File: config.mk
export PLATFORM = sky130hd
export DESIGN_NAME = fmul_share_ctrl_flat
export DESIGN_NICKNAME = d
export VERILOG_FILES = /design/src/rtl/fmul_share_ctrl_if.sv /design/src/rtl/fmul_share_ctrl.sv /design/src/flat_wrapper.sv
export SDC_FILE = /design/constraint.sdc
export NUM_CORES = 1
export LEC_CHECK = 0
export CORE_AREA = 5 5 156 158
export CTS_CLUSTER_DIAMETER = 30
export DETAILED_ROUTE_END_ITERATION = 8
export DIE_AREA = 0 0 161 163
export GPL_ROUTABILITY_DRIVEN = 0
export PLACE_DENSITY = 0.66
export SLEW_MARGIN = 20
export SYNTH_ARGS = -nofsm -noshare
export SYNTH_HDL_FRONTEND = slang
export SYNTH_SLANG_ARGS = --single-unit
File: constraint.sdc
create_clock -name clk -period 3.5 [get_ports clk]
set_input_delay 0.7 -clock clk [delete_from_list [all_inputs] [get_ports clk]]
set_output_delay 0.7 -clock clk [all_outputs]
set_load 0.02 [all_outputs]
File: src/rtl/fmul_share_ctrl_if.sv
// rtl/fmul_share_ctrl_if.sv - requester, multiplier and response signal bundle for fmul_share_ctrl
//
// Purpose: groups everything between the sharing controller and its
// neighbours. The master modport is the controller's view; the slave
// modport is the view of the surrounding system (requesters, the shared
// multiplier and the response consumer).
//
// Signals:
//   req          requester request levels, one bit per requester
//   a_bus/b_bus  packed operands, requester k at [32k+31:32k]
//   gnt          one-hot one-cycle grant pulse
//   busy         controller not idle
//   mul_A/mul_B  operands held for the multiplier
//   mul_start    multiplier start level
//   mul_result   multiplier product
//   mul_done_sig multiplier {over,under,zero,done}
//   resp_*       tagged one-cycle response

interface fmul_share_ctrl_if #(
    parameter int NUM_REQ = 4,
    parameter int ID_W    = 2
);
    logic [NUM_REQ-1:0]    req;
    logic [32*NUM_REQ-1:0] a_bus;
    logic [32*NUM_REQ-1:0] b_bus;
    logic [NUM_REQ-1:0]    gnt;
    logic                  busy;
    logic [31:0]           mul_A;
    logic [31:0]           mul_B;
    logic                  mul_start;
    logic [31:0]           mul_result;
    logic [3:0]            mul_done_sig;
    logic                  resp_valid;
    logic [ID_W-1:0]       resp_id;
    logic [31:0]           resp_result;
    logic [2:0]            resp_flags;

    modport master (
        input  req, a_bus, b_bus, mul_result, mul_done_sig,
        output gnt, busy, mul_A, mul_B, mul_start,
               resp_valid, resp_id, resp_result, resp_flags
    );

    modport slave (
        output req, a_bus, b_bus, mul_result, mul_done_sig,
        input  gnt, busy, mul_A, mul_B, mul_start,
               resp_valid, resp_id, resp_result, resp_flags
    );
endinterface

File: src/rtl/fmul_share_ctrl.sv
// rtl/fmul_share_ctrl.sv - round-robin sharing controller for one multi-cycle float multiplier
//
// Purpose: arbitrates NUM_REQ requesters onto a single start/done float
// multiplier, holds the operands and start level for the whole operation,
// and returns a tagged one-cycle response. Operands with a zero exponent
// (zero or denormal) never reach the multiplier because it forces the
// implicit leading 1; they are answered directly with a signed zero.
//
// Ports:
//   clk  system clock, rising edge
//   rst  asynchronous active-high reset
//   bus  fmul_share_ctrl_if.master: requests/operands in, grant out,
//        multiplier operands/start out, result/status in, response out

module fmul_share_ctrl #(
    parameter int NUM_REQ = 4,
    parameter int ID_W    = 2
) (
    input  logic                clk,
    input  logic                rst,
    fmul_share_ctrl_if.master   bus
);

    typedef enum logic [1:0] {
        IDLE = 2'd0,
        RUN  = 2'd1,
        RESP = 2'd2
    } state_t;

    state_t          state;
    logic [ID_W-1:0] rrPtr;
    logic [ID_W-1:0] curId;
    logic [31:0]     mulA;
    logic [31:0]     mulB;
    logic            respValid;
    logic [ID_W-1:0] respId;
    logic [31:0]     respResult;
    logic [2:0]      respFlags;

    logic            found;
    logic [ID_W-1:0] pick;
    logic [31:0]     selA;
    logic [31:0]     selB;
    logic            bypass;

    // First requesting slot strictly after the last granted one, wrapping
    // around, so the last winner has lowest priority next time.
    always_comb begin
        found = 1'b0;
        pick  = '0;
        for (int i = 1; i <= NUM_REQ; i++) begin
            if (!found && bus.req[(int'(rrPtr) + i) % NUM_REQ]) begin
                found = 1'b1;
                pick  = ID_W'((int'(rrPtr) + i) % NUM_REQ);
            end
        end
    end

    assign selA   = bus.a_bus[32*int'(pick) +: 32];
    assign selB   = bus.b_bus[32*int'(pick) +: 32];
    assign bypass = (selA[30:23] == 8'd0) || (selB[30:23] == 8'd0);

    always_ff @(posedge clk or posedge rst) begin
        if (rst) begin
            state      <= IDLE;
            rrPtr      <= ID_W'(NUM_REQ - 1);
            curId      <= '0;
            mulA       <= '0;
            mulB       <= '0;
            respValid  <= 1'b0;
            respId     <= '0;
            respResult <= '0;
            respFlags  <= '0;
        end else begin
            case (state)
                IDLE: begin
                    respValid <= 1'b0;
                    if (found) begin
                        rrPtr <= pick;
                        curId <= pick;
                        mulA  <= selA;
                        mulB  <= selB;
                        if (bypass) begin
                            // Product of a zero/denormal is a zero carrying the product sign.
                            respValid  <= 1'b1;
                            respId     <= pick;
                            respResult <= {selA[31] ^ selB[31], 31'd0};
                            respFlags  <= 3'b001;
                            state      <= RESP;
                        end else begin
                            state <= RUN;
                        end
                    end
                end
                RUN: begin
                    if (bus.mul_done_sig[0]) begin
                        respValid  <= 1'b1;
                        respId     <= curId;
                        respResult <= bus.mul_result;
                        respFlags  <= bus.mul_done_sig[3:1];
                        state      <= RESP;
                    end
                end
                RESP: begin
                    respValid <= 1'b0;
                    state     <= IDLE;
                end
                default: begin
                    respValid <= 1'b0;
                    state     <= IDLE;
                end
            endcase
        end
    end

    // Grant is combinational so operands are sampled in the grant cycle;
    // it is gated by rst so every output is low while reset is asserted.
    assign bus.gnt         = (state == IDLE && found && !rst) ? (NUM_REQ'(1) << pick) : '0;
    assign bus.busy        = (state != IDLE);
    // Start stays high through the capture cycle so the multiplier's last
    // step clears its own counter.
    assign bus.mul_start   = (state == RUN);
    assign bus.mul_A       = mulA;
    assign bus.mul_B       = mulB;
    assign bus.resp_valid  = respValid;
    assign bus.resp_id     = respId;
    assign bus.resp_result = respResult;
    assign bus.resp_flags  = respFlags;

endmodule
File: src/flat_wrapper.sv
// flat-port wrapper written by rule: the top's interface ports become plain ports
module fmul_share_ctrl_flat 
#(
    parameter int NUM_REQ = 4,
    parameter int ID_W    = 2
)
  (clk, rst, bus_req, bus_a_bus, bus_b_bus, bus_mul_result, bus_mul_done_sig, bus_gnt, bus_busy, bus_mul_A, bus_mul_B, bus_mul_start, bus_resp_valid, bus_resp_id, bus_resp_result, bus_resp_flags);
  fmul_share_ctrl_if #(.NUM_REQ(NUM_REQ), .ID_W(ID_W)) bus_i ();
  input  logic clk;
  input  logic rst;
  input wire logic [$bits(bus_i.req)-1:0] bus_req;
  input wire logic [$bits(bus_i.a_bus)-1:0] bus_a_bus;
  input wire logic [$bits(bus_i.b_bus)-1:0] bus_b_bus;
  input wire logic [$bits(bus_i.mul_result)-1:0] bus_mul_result;
  input wire logic [$bits(bus_i.mul_done_sig)-1:0] bus_mul_done_sig;
  output wire logic [$bits(bus_i.gnt)-1:0] bus_gnt;
  output wire logic [$bits(bus_i.busy)-1:0] bus_busy;
  output wire logic [$bits(bus_i.mul_A)-1:0] bus_mul_A;
  output wire logic [$bits(bus_i.mul_B)-1:0] bus_mul_B;
  output wire logic [$bits(bus_i.mul_start)-1:0] bus_mul_start;
  output wire logic [$bits(bus_i.resp_valid)-1:0] bus_resp_valid;
  output wire logic [$bits(bus_i.resp_id)-1:0] bus_resp_id;
  output wire logic [$bits(bus_i.resp_result)-1:0] bus_resp_result;
  output wire logic [$bits(bus_i.resp_flags)-1:0] bus_resp_flags;
  assign bus_i.req = bus_req;
  assign bus_i.a_bus = bus_a_bus;
  assign bus_i.b_bus = bus_b_bus;
  assign bus_i.mul_result = bus_mul_result;
  assign bus_i.mul_done_sig = bus_mul_done_sig;
  assign bus_gnt = bus_i.gnt;
  assign bus_busy = bus_i.busy;
  assign bus_mul_A = bus_i.mul_A;
  assign bus_mul_B = bus_i.mul_B;
  assign bus_mul_start = bus_i.mul_start;
  assign bus_resp_valid = bus_i.resp_valid;
  assign bus_resp_id = bus_i.resp_id;
  assign bus_resp_result = bus_i.resp_result;
  assign bus_resp_flags = bus_i.resp_flags;
  fmul_share_ctrl #(.NUM_REQ(NUM_REQ), .ID_W(ID_W)) u_core (.clk(clk), .rst(rst), .bus(bus_i));
endmodule
After elaboration in Yosys (flattened, before gate mapping). Cells that the tools add are included.

Bits in registers: 108. Logic and storage cells: 92.

Add/subtract/negate cells: 4. $lt $le $gt $ge: 4. Equality and inequality tests: 4. Shift-type cells: 3. Multiplexer cells: 41. Bitwise logic cells: 5. Reduce and logical (&&, ||, !) cells: 22.

Operator list (number): $shiftx 128x8->32 (2); $mux 32 (3); $pmux 32 s2 (1); $mux 2 (10); $logic_not 8->1 (2); $lt 3x4->1 const B (4); $mux 1 (15); $mux 3 (3); $bmux 1 s2 (4); $pmux 2 s2 (2); $reduce_or 2->1 (4); $pmux 3 s2 (1); $logic_and 1x1->1 (5); $add 2x1->2 const B (2); $add 2x2->2 const B (2); $and 1x1->1 const A (4); $logic_not 1->1 (4); $mux 4 (1); $ne 2x1->1 const B (2); $reduce_and 2->1 (2); $reduce_and 4->1 (1); $reduce_bool 2->1 (2); $shl 1x2->4 const A (1); $eq 2x1->1 const B (1); 5 further kinds (5).

Longest topological paths before layout.
Depth in word-level cells: 22. Gate-level depth with buffers: 13. Depth with buffers taken out: 8.

Worst setup path after synthesis. No wires, ideal clock.

Kind: input to output. Start: input bus_req[2]. End: output bus_gnt[0]. Data arrival time: 2525 ps. Data required time: 2800 ps. Setup slack: 275 ps. Stages: 8. Path through: nand2b_1 o21ai_1 a211o_1 buf_6 buf_2 clkbuf_1 clkbuf_1 nor4_1.

Longest elaborated chain between the ends: 16. Elaborated cells between the ends (all ways): 30. Classes of those cells: shift (1); mux (21); reduce/logical (8).

Ends and longest elaborated chain: from (decl) (RTL line flat_wrapper.sv:11) `input wire logic [$bits(bus_i.req)-1:0] bus_req;`; $bmux 1 s2 (RTL line fmul_share_ctrl.sv:52) `if (!found && bus.req[(int'(rrPtr) + i) % NUM_REQ]) begin`; $mux 1 (implied by the code) (2 in a row) (RTL line fmul_share_ctrl.sv:52); $mux 1 (RTL line fmul_share_ctrl.sv:52); $logic_not 1->1 (RTL line fmul_share_ctrl.sv:52); $logic_and 1x1->1 (RTL line fmul_share_ctrl.sv:52); $mux 1 (RTL line fmul_share_ctrl.sv:52); $logic_not 1->1 (RTL line fmul_share_ctrl.sv:52); $logic_and 1x1->1 (RTL line fmul_share_ctrl.sv:52); $mux 1 (RTL line fmul_share_ctrl.sv:52); $logic_not 1->1 (RTL line fmul_share_ctrl.sv:52); $logic_and 1x1->1 (RTL line fmul_share_ctrl.sv:52); $mux 1 (RTL line fmul_share_ctrl.sv:52); $logic_and 1x1->1 (2 in a row) (RTL line fmul_share_ctrl.sv:118) `assign bus.gnt = (state == IDLE && found && !rst) ? (NUM_REQ'(1) << pick) : '0;`; $mux 4 (*) (RTL line fmul_share_ctrl.sv:118); to (decl) (RTL line flat_wrapper.sv:16) `output wire logic [$bits(bus_i.gnt)-1:0] bus_gnt;`.

Mark *: on every way between the ends. The rest lies on a longest branch, timed or not. The select of a mux whose other input is x is not followed.

Worst setup path in the final report.
Start: input bus_req[2]. End: register u_core.respResult[0] (netlist: u_core.bus.resp_result[0]).

Longest elaborated chain between the ends: 18. Elaborated cells between the ends (all ways): 34. Classes of those cells: eq/ne (2); shift (2); mux (20); reduce/logical (10).

Ends and longest elaborated chain: $bmux 1 s2 (RTL line fmul_share_ctrl.sv:52); $mux 1 (implied by the code) (2 in a row) (RTL line fmul_share_ctrl.sv:52); $mux 1 (RTL line fmul_share_ctrl.sv:52); $logic_not 1->1 (RTL line fmul_share_ctrl.sv:52); $logic_and 1x1->1 (RTL line fmul_share_ctrl.sv:52); $mux 1 (RTL line fmul_share_ctrl.sv:52); $logic_not 1->1 (RTL line fmul_share_ctrl.sv:52); $logic_and 1x1->1 (RTL line fmul_share_ctrl.sv:52); $mux 1 (RTL line fmul_share_ctrl.sv:52); $logic_not 1->1 (RTL line fmul_share_ctrl.sv:52); $logic_and 1x1->1 (RTL line fmul_share_ctrl.sv:52); $mux 2 (RTL line fmul_share_ctrl.sv:52); $shiftx 128x8->32, on equally long branches (RTL line fmul_share_ctrl.sv:59, fmul_share_ctrl.sv:60); $logic_not 8->1 (RTL line fmul_share_ctrl.sv:61) `assign bypass = (selA[30:23] == 8'd0) || (selB[30:23] == 8'd0);`; $logic_or 1x1->1 (RTL line fmul_share_ctrl.sv:61); $ne 2x1->1 (no line); $reduce_and 4->1 (no line) (*); to (signal assigned) (RTL line fmul_share_ctrl.sv:87) `respResult <= {selA[31] ^ selB[31], 31'd0};`; to (signal assigned) (RTL line fmul_share_ctrl.sv:99) `respResult <= bus.mul_result;`; to (decl) (RTL line fmul_share_ctrl.sv:37) `logic [31:0] respResult;`.

Marks and branches as above. A chain may end at the register's enable or synchronous reset.

==> summary.md <==
| Metric | Value |
|---|---|
| Initial DRC Count | 381 |
| CTS tree | built |
| Worst Path Class, Setup | input pin to flop |
| Pwr Density | 777 nW/um^2 |
| Inserted Clock Buffers | 9 |
| Vias per std cell | 4.83 |
| Max_slew headroom | 51.1% |
| Die area | 26200 sq um |
| Top delay family on crit path | compound AO/OA/AOI/OAI gates |
| Pin count of the biggest net entering global routing | 74 |
| Static Leak | 5.02 nW |
| Sw power | 3.89 mW |
| Chip width | 161 microns |
| Final Routed Wirelength | 27.4 mm |
| Area growth syn-to-layout | 81.6% |
| Vias in the first global route | 7557 |
| Post-CTS Setup Inserts | 0 |
| Cells after Synth | 805 |
| Final Util | 49.0% |
| Clk root buf | clkbuf_16 |
| Routed length per instance | 18.1 microns |
| Fillers | 2238 |
| Port-buffer cells | 405 |
| Dpl hpwl | 21.1 mm |
| Most frequent cells in the layout | clkdlybuf4s50_1 (401), nand2_1 (302), dfrtp_1 (106), nand3_1 (92), buf_4 (63) |
| Max IR drop VDD | 0.000279 V |
| Critical path startpoint category | input pin |
| Nets@finish | 1515 |
| Post-synth cell types | 33 |
| Worst-path maximum fanout | 24 |
| WP data arrival | 3540 ps |
| Placed cell areas | 11000 sq um |
| Core box area | 23000 sq um |
| Syn. warnings | 0 |
| CP dominant cell by count | buf_4 |
| Max-Cap Viols | 0 |
| Setup Skew | 11.1 ps |
| Ant diodes | 0 |
| Measured slew at the worst slew-check pin | 733 ps |
| Max Slew Vio Count | 0 |
| Crit path time final | 3300 ps |
| Final period util | 94.3% |
| Vias | 7303 |
| Post-Synthesis Cell Area | 6200 sq um |
| Mapped Nets | 1103 |
| RSZ-0062 raised after global routing | no |
| Final count of negative-setup-slack endpoints | 0 |
| Post-cts resize count | 4 |
| Post-CTS Hold Fix Bufs | 0 |
| Flop pwr share | 24.8% |
| Min-delay worst type | flop to flop |
| CP required | 3740 ps |
| CP Cell Sequence | clkdlybuf4s50_1, nand2b_1, o21ai_1, a211o_4, buf_12, a221oi_1, o22ai_1, nor4_2, buf_4, o31ai_4, buf_4, a22o_1 |
| Final instance area | 11300 sq um |
| Status | completed |
| Most common cell after layout, fill and taps aside | clkdlybuf4s50_1 |
| DIE HEIGHT | 163 microns |
| Slowest CP cell | clkdlybuf4s50_1 |
| Fmax | 303 MHz |
| Clk pwr share | 12.3% |
| Clk_lat worst skew | 360 ps |
| GR Overflow Total | 0 |
| Clk sinks | 108 |
| I/O pins | 406 |
| Sequential area share after synthesis | 43.6% |
| WHS | 479 ps |
| Routed Antenna Nets | 0 |
| Initial Utilization | 27.0% |
| Clock buffer depth | 2 |
| Layout cells sized above 1 | 8.35% |
| DRC | 0 |
| Cell Rows | 56 |
| Syn_area_per_cell | 7.71 sq um |
| Initial antenna violation count | 0 |
| Share of total power in combinational logic | 62.9% |
| Seq cells post-synth | 108 |
| Hold Vio Cnt, Final | 0 |
| Tot GR Track Use | 20.2% |
| Internal power | 4.86 mW |
| Worst-path clk slew | 80 ps |
| Global-route wire length before repair | 41.8 mm |
| Max incr delay on CP | 490 ps |
| Net Sw Frac | 44.4% |
| CP bufs+invs | 4 |
| Drt pass-1 iters | 5 |
| CP Capture Type | flop |
| H-tree levels | 3 |
stage by stage:
step	setup slack [ps]	TNS (ps)	std cells	total power [mW]
detailed placement	-194	-5960	1496	7.76
global placement	-125	-3800	1496	7.69
floorplan	275	0	805	5.16
finish	199	0	1512	8.75
global route	2.56	0	1512	9.44
CTS	175	0	1512	8.89
layout make-up:
cell class / instances / area (sq um) / share of cell area (%)
clock buffer: 9 / 225 / 2.00
multi-input combinational: 616 / 3210 / 28.5
clock inverter: 7 / 88.8 / 0.788
inverter: 8 / 33.8 / 0.300
sequential: 108 / 2710 / 24.0
timing repair buffer: 474 / 4640 / 41.2
tap: 290 / 363 / 3.22
cell families (layout without fill, tap and decap cells):
kind of cell	after synthesis	count (layout)	synth area share, %
and+or+nand+nor	449	449	31.1
AOI/OAI and AO/OA	156	156	17.7
DFF	108	108	43.6
buffers and inverters	81	498	5.67
muxes	10	10	1.84
xor gates and xnor gates	1	1	0.141
state kept, by name, summed over array words and instances, names as in the netlist:
| signal | count |
|---|---|
| u_core.rrPtr | 2 |
| u_core.bus.mul_A | 32 |
| u_core.curId | 2 |
| u_core.bus.mul_B | 32 |
| u_core.bus.resp_id | 2 |
| u_core.bus.resp_flags | 3 |
| u_core.state | 2 |
| u_core.bus.resp_valid | 1 |
| u_core.bus.resp_result | 32 |
metal layers:
metal,up-vias,track usage [%],part of all wire [%]
li1,3618,-,-
met1,3296,23.5,40
met2,351,35.5,49
met3,38,6.07,8.7
met4,0,6.98,2.7
met5,-,0,0
power by group through the flow:
stage	Sequential (mW)	Combinational (mW)	Clock [mW]
3_5_place_dp	2.19	5.57	0
4_1_cts	2.18	5.58	1.13
2_1_floorplan	2.81	2.36	0
6_report	2.17	5.51	1.07
3_3_place_gp	2.18	5.51	0
5_1_grt	2.25	6.02	1.17
cells in the mapped netlist:
cell type / number / area (sq um)
dfstp_2: 2 / 52.6
mux2_1: 1 / 11.3
xnor2_1: 1 / 8.76
nor4_2: 2 / 25.0
nor2b_1: 2 / 12.5
nand2_1: 302 / 1130
o22ai_1: 9 / 56.3
a211oi_1: 1 / 7.51
buf_6: 6 / 67.6
o21ai_0: 55 / 275
mux2i_1: 5 / 50.1
nor2_1: 9 / 33.8
inv_1: 8 / 30.0
and3_1: 32 / 200
clkbuf_1: 49 / 184
o22a_1: 1 / 8.76
a22o_1: 34 / 298
a21oi_1: 4 / 20.0
mux2_2: 2 / 22.5
nand3_1: 92 / 460
a211o_1: 1 / 8.76
nor4_1: 5 / 31.3
dfrtp_1: 106 / 2650
and2_1: 1 / 6.26
nand2b_1: 2 / 12.5
a31o_2: 1 / 8.76
o21ai_1: 1 / 5.00
mux2_4: 2 / 30.0
buf_1: 16 / 60.1
a221oi_1: 32 / 280
or2_1: 2 / 12.5
buf_2: 2 / 10.0
o31ai_1: 17 / 128
path summary, 6_finish.rpt:
path / startpoint / to / slack [ps] / cells past startpoint
max: bus_req[2] / u_core.bus.resp_result[0]$_DFFE_PP0P_ / 200 / 12
max in group asynchronous: rst / u_core.rrPtr[0]$_DFFE_PP1P_ / 1740 / 3
min in group asynchronous: rst / u_core.bus.resp_result[7]$_DFFE_PP0P_ / 920 / 2
min: u_core.bus.mul_B[13]$_DFFE_PP0P_ / u_core.bus.mul_B[13]$_DFFE_PP0P_ / 480 / 2
min reg2reg: u_core.bus.mul_B[13]$_DFFE_PP0P_ / u_core.bus.mul_B[13]$_DFFE_PP0P_ / 480 / 2
max reg2reg: u_core.rrPtr[1]$_DFFE_PP1P_ / u_core.bus.resp_result[0]$_DFFE_PP0P_ / 390 / 11
worst min-delay path, cell delays in order, from the launching register on:
cell     delay (ps)
dfrtp_1         340
nand2_1          50
o21ai_0          60
Power figures use the tool's default switching activity.
